[src/rtl/mdu_pkg.sv]
// rtl/mdu_pkg.sv - op encodings, FSM state codes and counter width for the multiply/divide unit
package mdu_pkg;

    localparam int MDU_WIDTH = 32;
    localparam int CNT_W     = $clog2(MDU_WIDTH);

    localparam logic [1:0] OP_MULT  = 2'b00;
    localparam logic [1:0] OP_MULTU = 2'b01;
    localparam logic [1:0] OP_DIV   = 2'b10;
    localparam logic [1:0] OP_DIVU  = 2'b11;

    localparam logic [1:0] ST_IDLE = 2'd0;
    localparam logic [1:0] ST_CALC = 2'd1;
    localparam logic [1:0] ST_FIX  = 2'd2;

endpackage

[src/rtl/mdu_step.sv]
// rtl/mdu_step.sv - one radix-2 shift-add (multiply) or restoring shift-subtract (divide) step
module mdu_step #(
    parameter int WIDTH = 32
) (
    input  logic             is_div,
    input  logic [WIDTH:0]   acc,
    input  logic [WIDTH-1:0] q,
    input  logic [WIDTH-1:0] m,
    output logic [WIDTH:0]   acc_nxt,
    output logic [WIDTH-1:0] q_nxt
);

    logic [WIDTH:0]   sum;
    logic [WIDTH:0]   shifted;
    logic [WIDTH+1:0] diff;

    always_comb begin
        sum     = acc + {1'b0, m};
        shifted = {acc[WIDTH-1:0], q[WIDTH-1]};
        diff    = {1'b0, shifted} - {2'b00, m};
        acc_nxt = acc;
        q_nxt   = q;
        if (!is_div) begin
            // multiplier bits leave q from the bottom while product bits enter from the top
            if (q[0]) begin
                acc_nxt = {1'b0, sum[WIDTH:1]};
                q_nxt   = {sum[0], q[WIDTH-1:1]};
            end else begin
                acc_nxt = {1'b0, acc[WIDTH:1]};
                q_nxt   = {acc[0], q[WIDTH-1:1]};
            end
        end else if (!diff[WIDTH+1]) begin
            acc_nxt = diff[WIDTH:0];
            q_nxt   = {q[WIDTH-2:0], 1'b1};
        end else begin
            acc_nxt = shifted;
            q_nxt   = {q[WIDTH-2:0], 1'b0};
        end
    end

endmodule

[src/rtl/mdu_iterative.sv]
// rtl/mdu_iterative.sv - iterative 32-bit MULT/MULTU/DIV/DIVU unit with HI/LO registers
module mdu_iterative
    import mdu_pkg::*;
#(
    parameter int WIDTH = 32
) (
    input  logic             clk,
    input  logic             rst_n,
    input  logic             start,
    input  logic [1:0]       op,
    input  logic [WIDTH-1:0] a,
    input  logic [WIDTH-1:0] b,
    input  logic             cancel,
    input  logic             mthi,
    input  logic             mtlo,
    input  logic [WIDTH-1:0] wdata,
    output logic             busy,
    output logic [WIDTH-1:0] hi,
    output logic [WIDTH-1:0] lo
);

    logic [1:0]       state;
    logic [CNT_W-1:0] count;
    logic [1:0]       op_r;
    logic             sa, sb;
    logic [WIDTH-1:0] a_raw;
    logic [WIDTH-1:0] m;
    logic [WIDTH:0]   acc, acc_nxt;
    logic [WIDTH-1:0] q, q_nxt;

    logic             signed_op;
    logic [WIDTH-1:0] mag_a, mag_b;
    logic [2*WIDTH-1:0] prod;
    logic [WIDTH-1:0] rem;
    logic [WIDTH-1:0] res_hi, res_lo;

    assign busy = (state != ST_IDLE);

    always_comb begin
        signed_op = ~op[0];
        mag_a     = (signed_op && a[WIDTH-1]) ? -a : a;
        mag_b     = (signed_op && b[WIDTH-1]) ? -b : b;
    end

    mdu_step #(.WIDTH(WIDTH)) u_step (
        .is_div  (op_r[1]),
        .acc     (acc),
        .q       (q),
        .m       (m),
        .acc_nxt (acc_nxt),
        .q_nxt   (q_nxt)
    );

    // sign fix: sa/sb are only ever set for the signed ops
    always_comb begin
        prod   = {acc[WIDTH-1:0], q};
        rem    = acc[WIDTH-1:0];
        res_hi = '0;
        res_lo = '0;
        if (!op_r[1]) begin
            {res_hi, res_lo} = (sa ^ sb) ? -prod : prod;
        end else if (m == '0) begin
            res_hi = a_raw;
            res_lo = '1;
        end else begin
            res_lo = (sa ^ sb) ? -q : q;
            res_hi = sa ? -rem : rem;
        end
    end

    always_ff @(posedge clk or negedge rst_n) begin
        if (!rst_n) begin
            state <= ST_IDLE;
            count <= '0;
            op_r  <= OP_MULT;
            sa    <= 1'b0;
            sb    <= 1'b0;
            a_raw <= '0;
            m     <= '0;
            acc   <= '0;
            q     <= '0;
            hi    <= '0;
            lo    <= '0;
        end else begin
            case (state)
                ST_IDLE: begin
                    if (start && !cancel) begin
                        state <= ST_CALC;
                        count <= '0;
                        op_r  <= op;
                        sa    <= signed_op & a[WIDTH-1];
                        sb    <= signed_op & b[WIDTH-1];
                        a_raw <= a;
                        m     <= op[1] ? mag_b : mag_a;
                        q     <= op[1] ? mag_a : mag_b;
                        acc   <= '0;
                    end else if (!start) begin
                        if (mthi) hi <= wdata;
                        if (mtlo) lo <= wdata;
                    end
                end
                ST_CALC: begin
                    if (cancel) begin
                        state <= ST_IDLE;
                    end else begin
                        acc   <= acc_nxt;
                        q     <= q_nxt;
                        count <= count + 1'b1;
                        if (count == CNT_W'(WIDTH - 1)) state <= ST_FIX;
                    end
                end
                ST_FIX: begin
                    state <= ST_IDLE;
                    if (!cancel) begin
                        hi <= res_hi;
                        lo <= res_lo;
                    end
                end
                default: state <= ST_IDLE;
            endcase
        end
    end

endmodule

[config.mk]
export PLATFORM = sky130hd
export DESIGN_NAME = mdu_iterative
export DESIGN_NICKNAME = d
export VERILOG_FILES = /design/src/rtl/mdu_pkg.sv /design/src/rtl/mdu_step.sv /design/src/rtl/mdu_iterative.sv
export SDC_FILE = /design/constraint.sdc
export NUM_CORES = 1
export LEC_CHECK = 0
export BUFFER_PORTS_ARGS = -buffer_cell sky130_fd_sc_hd__buf_2
export CAP_MARGIN = 30
export CORE_AREA = 2 2 214 216
export DETAILED_ROUTE_END_ITERATION = 8
export DIE_AREA = 0 0 216 218
export GPL_TIMING_DRIVEN = 0
export PLACE_DENSITY = 0.59
export SLEW_MARGIN = 20
export SYNTH_ARGS = -nofsm -noshare
export SYNTH_HDL_FRONTEND = slang
export SYNTH_SLANG_ARGS = --single-unit
[constraint.sdc]
create_clock -name clk -period 7.8 [get_ports clk]
set_clock_uncertainty 0.1 [all_clocks]
set_input_delay 0.78 -clock clk [delete_from_list [all_inputs] [get_ports clk]]
set_output_delay 0.78 -clock clk [all_outputs]
set_load 0.01 [all_outputs]
==> run metrics <==
share of post-route cells with drive strength above 1 0.101; number of synthesis warnings 0; most common cell after layout, fill and taps aside nand2_1; Starting DRT DRC Count 2,297; crit share post-route 0.637; post-cts sizing count 0; vias 19,600; drt drc 0; Max Cap Viol 0; sw frac 0.514; clock-pin slew on the worst setup and hold paths 60 ps; Worst-Skew Late Latency 560 ps; post-synthesis register bit count 203; crit path kind reg -> reg; die width 216 um; fill count 4,716; maximum clock frequency 0.201 GHz; status complete, no violations; Post-Syn Area 0.0177 mm2; GRT Total Usage 0.348; Post-CTS Hold Buffers 0; WP data arrival 5310 ps; maximum clock path buffer count 3; Crit path max-delay family compound AO/OA/AOI/OAI gates; cell count after synthesis 2,352; top cells by area, synth dfrtp_1, nand2_1, o21ai_0; Root Buffer clkbuf_16; max_slew headroom 0.281; post-CTS setup buffer count 0; flop2flop setup slack 2830 ps; routed len/inst 26.5 um; Critical path buffers and inverters 3; Pint 0.00359 W; Syn Nets 2,528; total grt overflow 0; IO buf count 167; # IOs 169; H-tree Lvls 1; FP Rows 78; power share of the clock group 0.166; Combinational Power Share 0.605; Peak VDD IR 0.167 mV; vias per cell 6.19; gpl congestion 0.996; Worst path max stage delay 820 ps; predominant post-synthesis flop cell dfrtp_1; unrepaired setup endpoints after global routing no; hpwl dp 67,800 um; DRT Pass-1 Iters 8; post-synth top area share 0.288; critical path required time 8140 ps; non-filler cells, final 3,173; Routed Antenna Nets 0; Min Hold Slack 35.5 ps; worst hold path type in -> async; die area 0.0471 mm2; Flop pwr share 0.229; setup TNS 0 ps; sequential-to-total area share from yosys stat 0.288; most frequent cells in the layout nand2_1, o21ai_0, a21oi_1; PwrDens 365 mW/mm2; CTS sink cnt 203; Area growth syn-to-layout 14.5%; antenna violations before repair 6; cells on worst reg2reg path 12; synth unique cells 79; core area 0.0449 mm2; crit start category flip-flop; leakage power 8.71 nW; cell accounting for the most synthesized area dfrtp_1; final setup violating endpoints 0; switching power of the nets 0.00380 W; fin crit period 4970 ps; critical path depth 12; layout net count 2,730; Chip Height 218 um; Hold Fails Final Rpt 0; Routed WL 84,100 um; vias in the first global route 18,400; Design Power 0.00738 W; Max Slew Vio Count 0; global-route wire length before repair 123,000 um; Setup crit end kind flip-flop; Post-Place Cells 3,124; CTS tree yes; Slew @ Worst Pin 1050 ps; CP max stage cell o211ai_1; synthesized area per cell 7.51 um2; Post-synth EDFFs 0; worst-path cell chain inv_1 > ha_1 > clkbuf_1 > nand4_1 > or4_1 > a21oi_1 > nor2_1 > o211ai_1 > clkbuf_1 > nand2_1 > a21oi_1 > o31ai_1; CTS Buf Count 26; CP max FO 10; largest net degree at the start of global routing 94; effective utilization at floorplan 0.393; ys async rst share 1.00
==> flip-flops by register name (all words and copies together) (netlist names) <==
register  cells
sb            1
hi           32
lo           32
a_raw        32
op_r          1
count         5
state         2
m            32
acc          33
sa            1
q            32
==> through the flow <==
| step | cell area, um2 | utilization | setup WS (ps) |
|---|---|---|---|
| 3_5_place_dp | 19300 | 0.431 | 3050 |
| 6_report | 20200 | 0.450 | 2830 |
| 3_3_place_gp | 19200 | 0.429 | 2150 |
| 5_1_grt | 20200 | 0.450 | 2730 |
| 2_1_floorplan | 17700 | - | 4410 |
| 4_1_cts | 20200 | 0.450 | 3010 |
==> cell usage after synthesis (9+ instances only) <==
cell type  number
a2111oi_0       9
a211oi_1       39
a21o_1         21
a21oi_1       232
a22o_1         12
a31oi_1        24
and3_1         13
buf_1           9
clkbuf_1      162
dfrtp_1       203
ha_1           70
inv_1          70
mux2i_1        60
nand2_1       335
nand2b_1       23
nand3_1        49
nand4_1        23
nor2_1        193
nor2b_1        18
nor3_1         54
nor4_1         24
o211ai_1       33
o21a_1         11
o21ai_0       235
o221ai_1       12
o22ai_1        29
o31ai_1        22
or2_2          12
or3_1          17
or4_1          12
xnor2_1       107
xor2_1         96
==> final timing paths <==
kind / from / end
setup / recovery: m[20] / acc[24]
hold / removal: rst_n / hi[15]
setup reg to reg: m[20] / acc[24]
hold reg to reg: hi[3] / hi[3]
max in group asynchronous: rst_n / m[26]
min in group clk: hi[3] / hi[3]
==> kinds of logic (layout without fill, tap and decap cells) <==
kind of cell / Yosys count / count (layout) / share of synthesized area
XOR/XNOR: 203 / 203 / 0.101
other: 0 / 1 / 0
buffers and inverters: 248 / 468 / 0.0535
adder cells (fa/ha/maj): 72 / 72 / 0.0519
AND/OR/NAND/NOR: 807 / 807 / 0.210
flip-flops: 203 / 203 / 0.288
multiplexers: 67 / 67 / 0.0385
AO/OA/AOI/OAI: 752 / 752 / 0.258
==> power by group through the flow <==
stage | logic [W] | registers [W] | clock network, W
final | 0.00447 | 0.00169 | 0.00123
after global routing | 0.00481 | 0.00170 | 0.00128
after CTS | 0.00433 | 0.00166 | 0.00123
after detailed placement | 0.00431 | 0.00168 | 0
after global placement | 0.00427 | 0.00168 | 0
after floorplan | 0.00298 | 0.00154 | 0
==> per-layer routing <==
layer  global-route usage  routed length (um)  vias up
met4                0.110                3190        2
li1                     -                   -     8812
met1                0.486               36000     9575
met5                    0                   8        -
met3               0.0579                7960      171
met2                0.550               37000     1078
==> layout make-up <==
type / count / area, um2 / share of cell area
diodes: 1 / 2.50 / 0.000124
plain buffers: 177 / 678 / 0.0336
clock buffers: 29 / 672 / 0.0333
clock inverters: 17 / 171 / 0.00848
inverters: 71 / 267 / 0.0132
multi-input cells: 1901 / 11600 / 0.576
flip-flops and latches: 203 / 5080 / 0.251
well taps: 600 / 751 / 0.0372
repair buffers: 174 / 955 / 0.0473
Note: power is estimated with default switching activity, not from simulation.
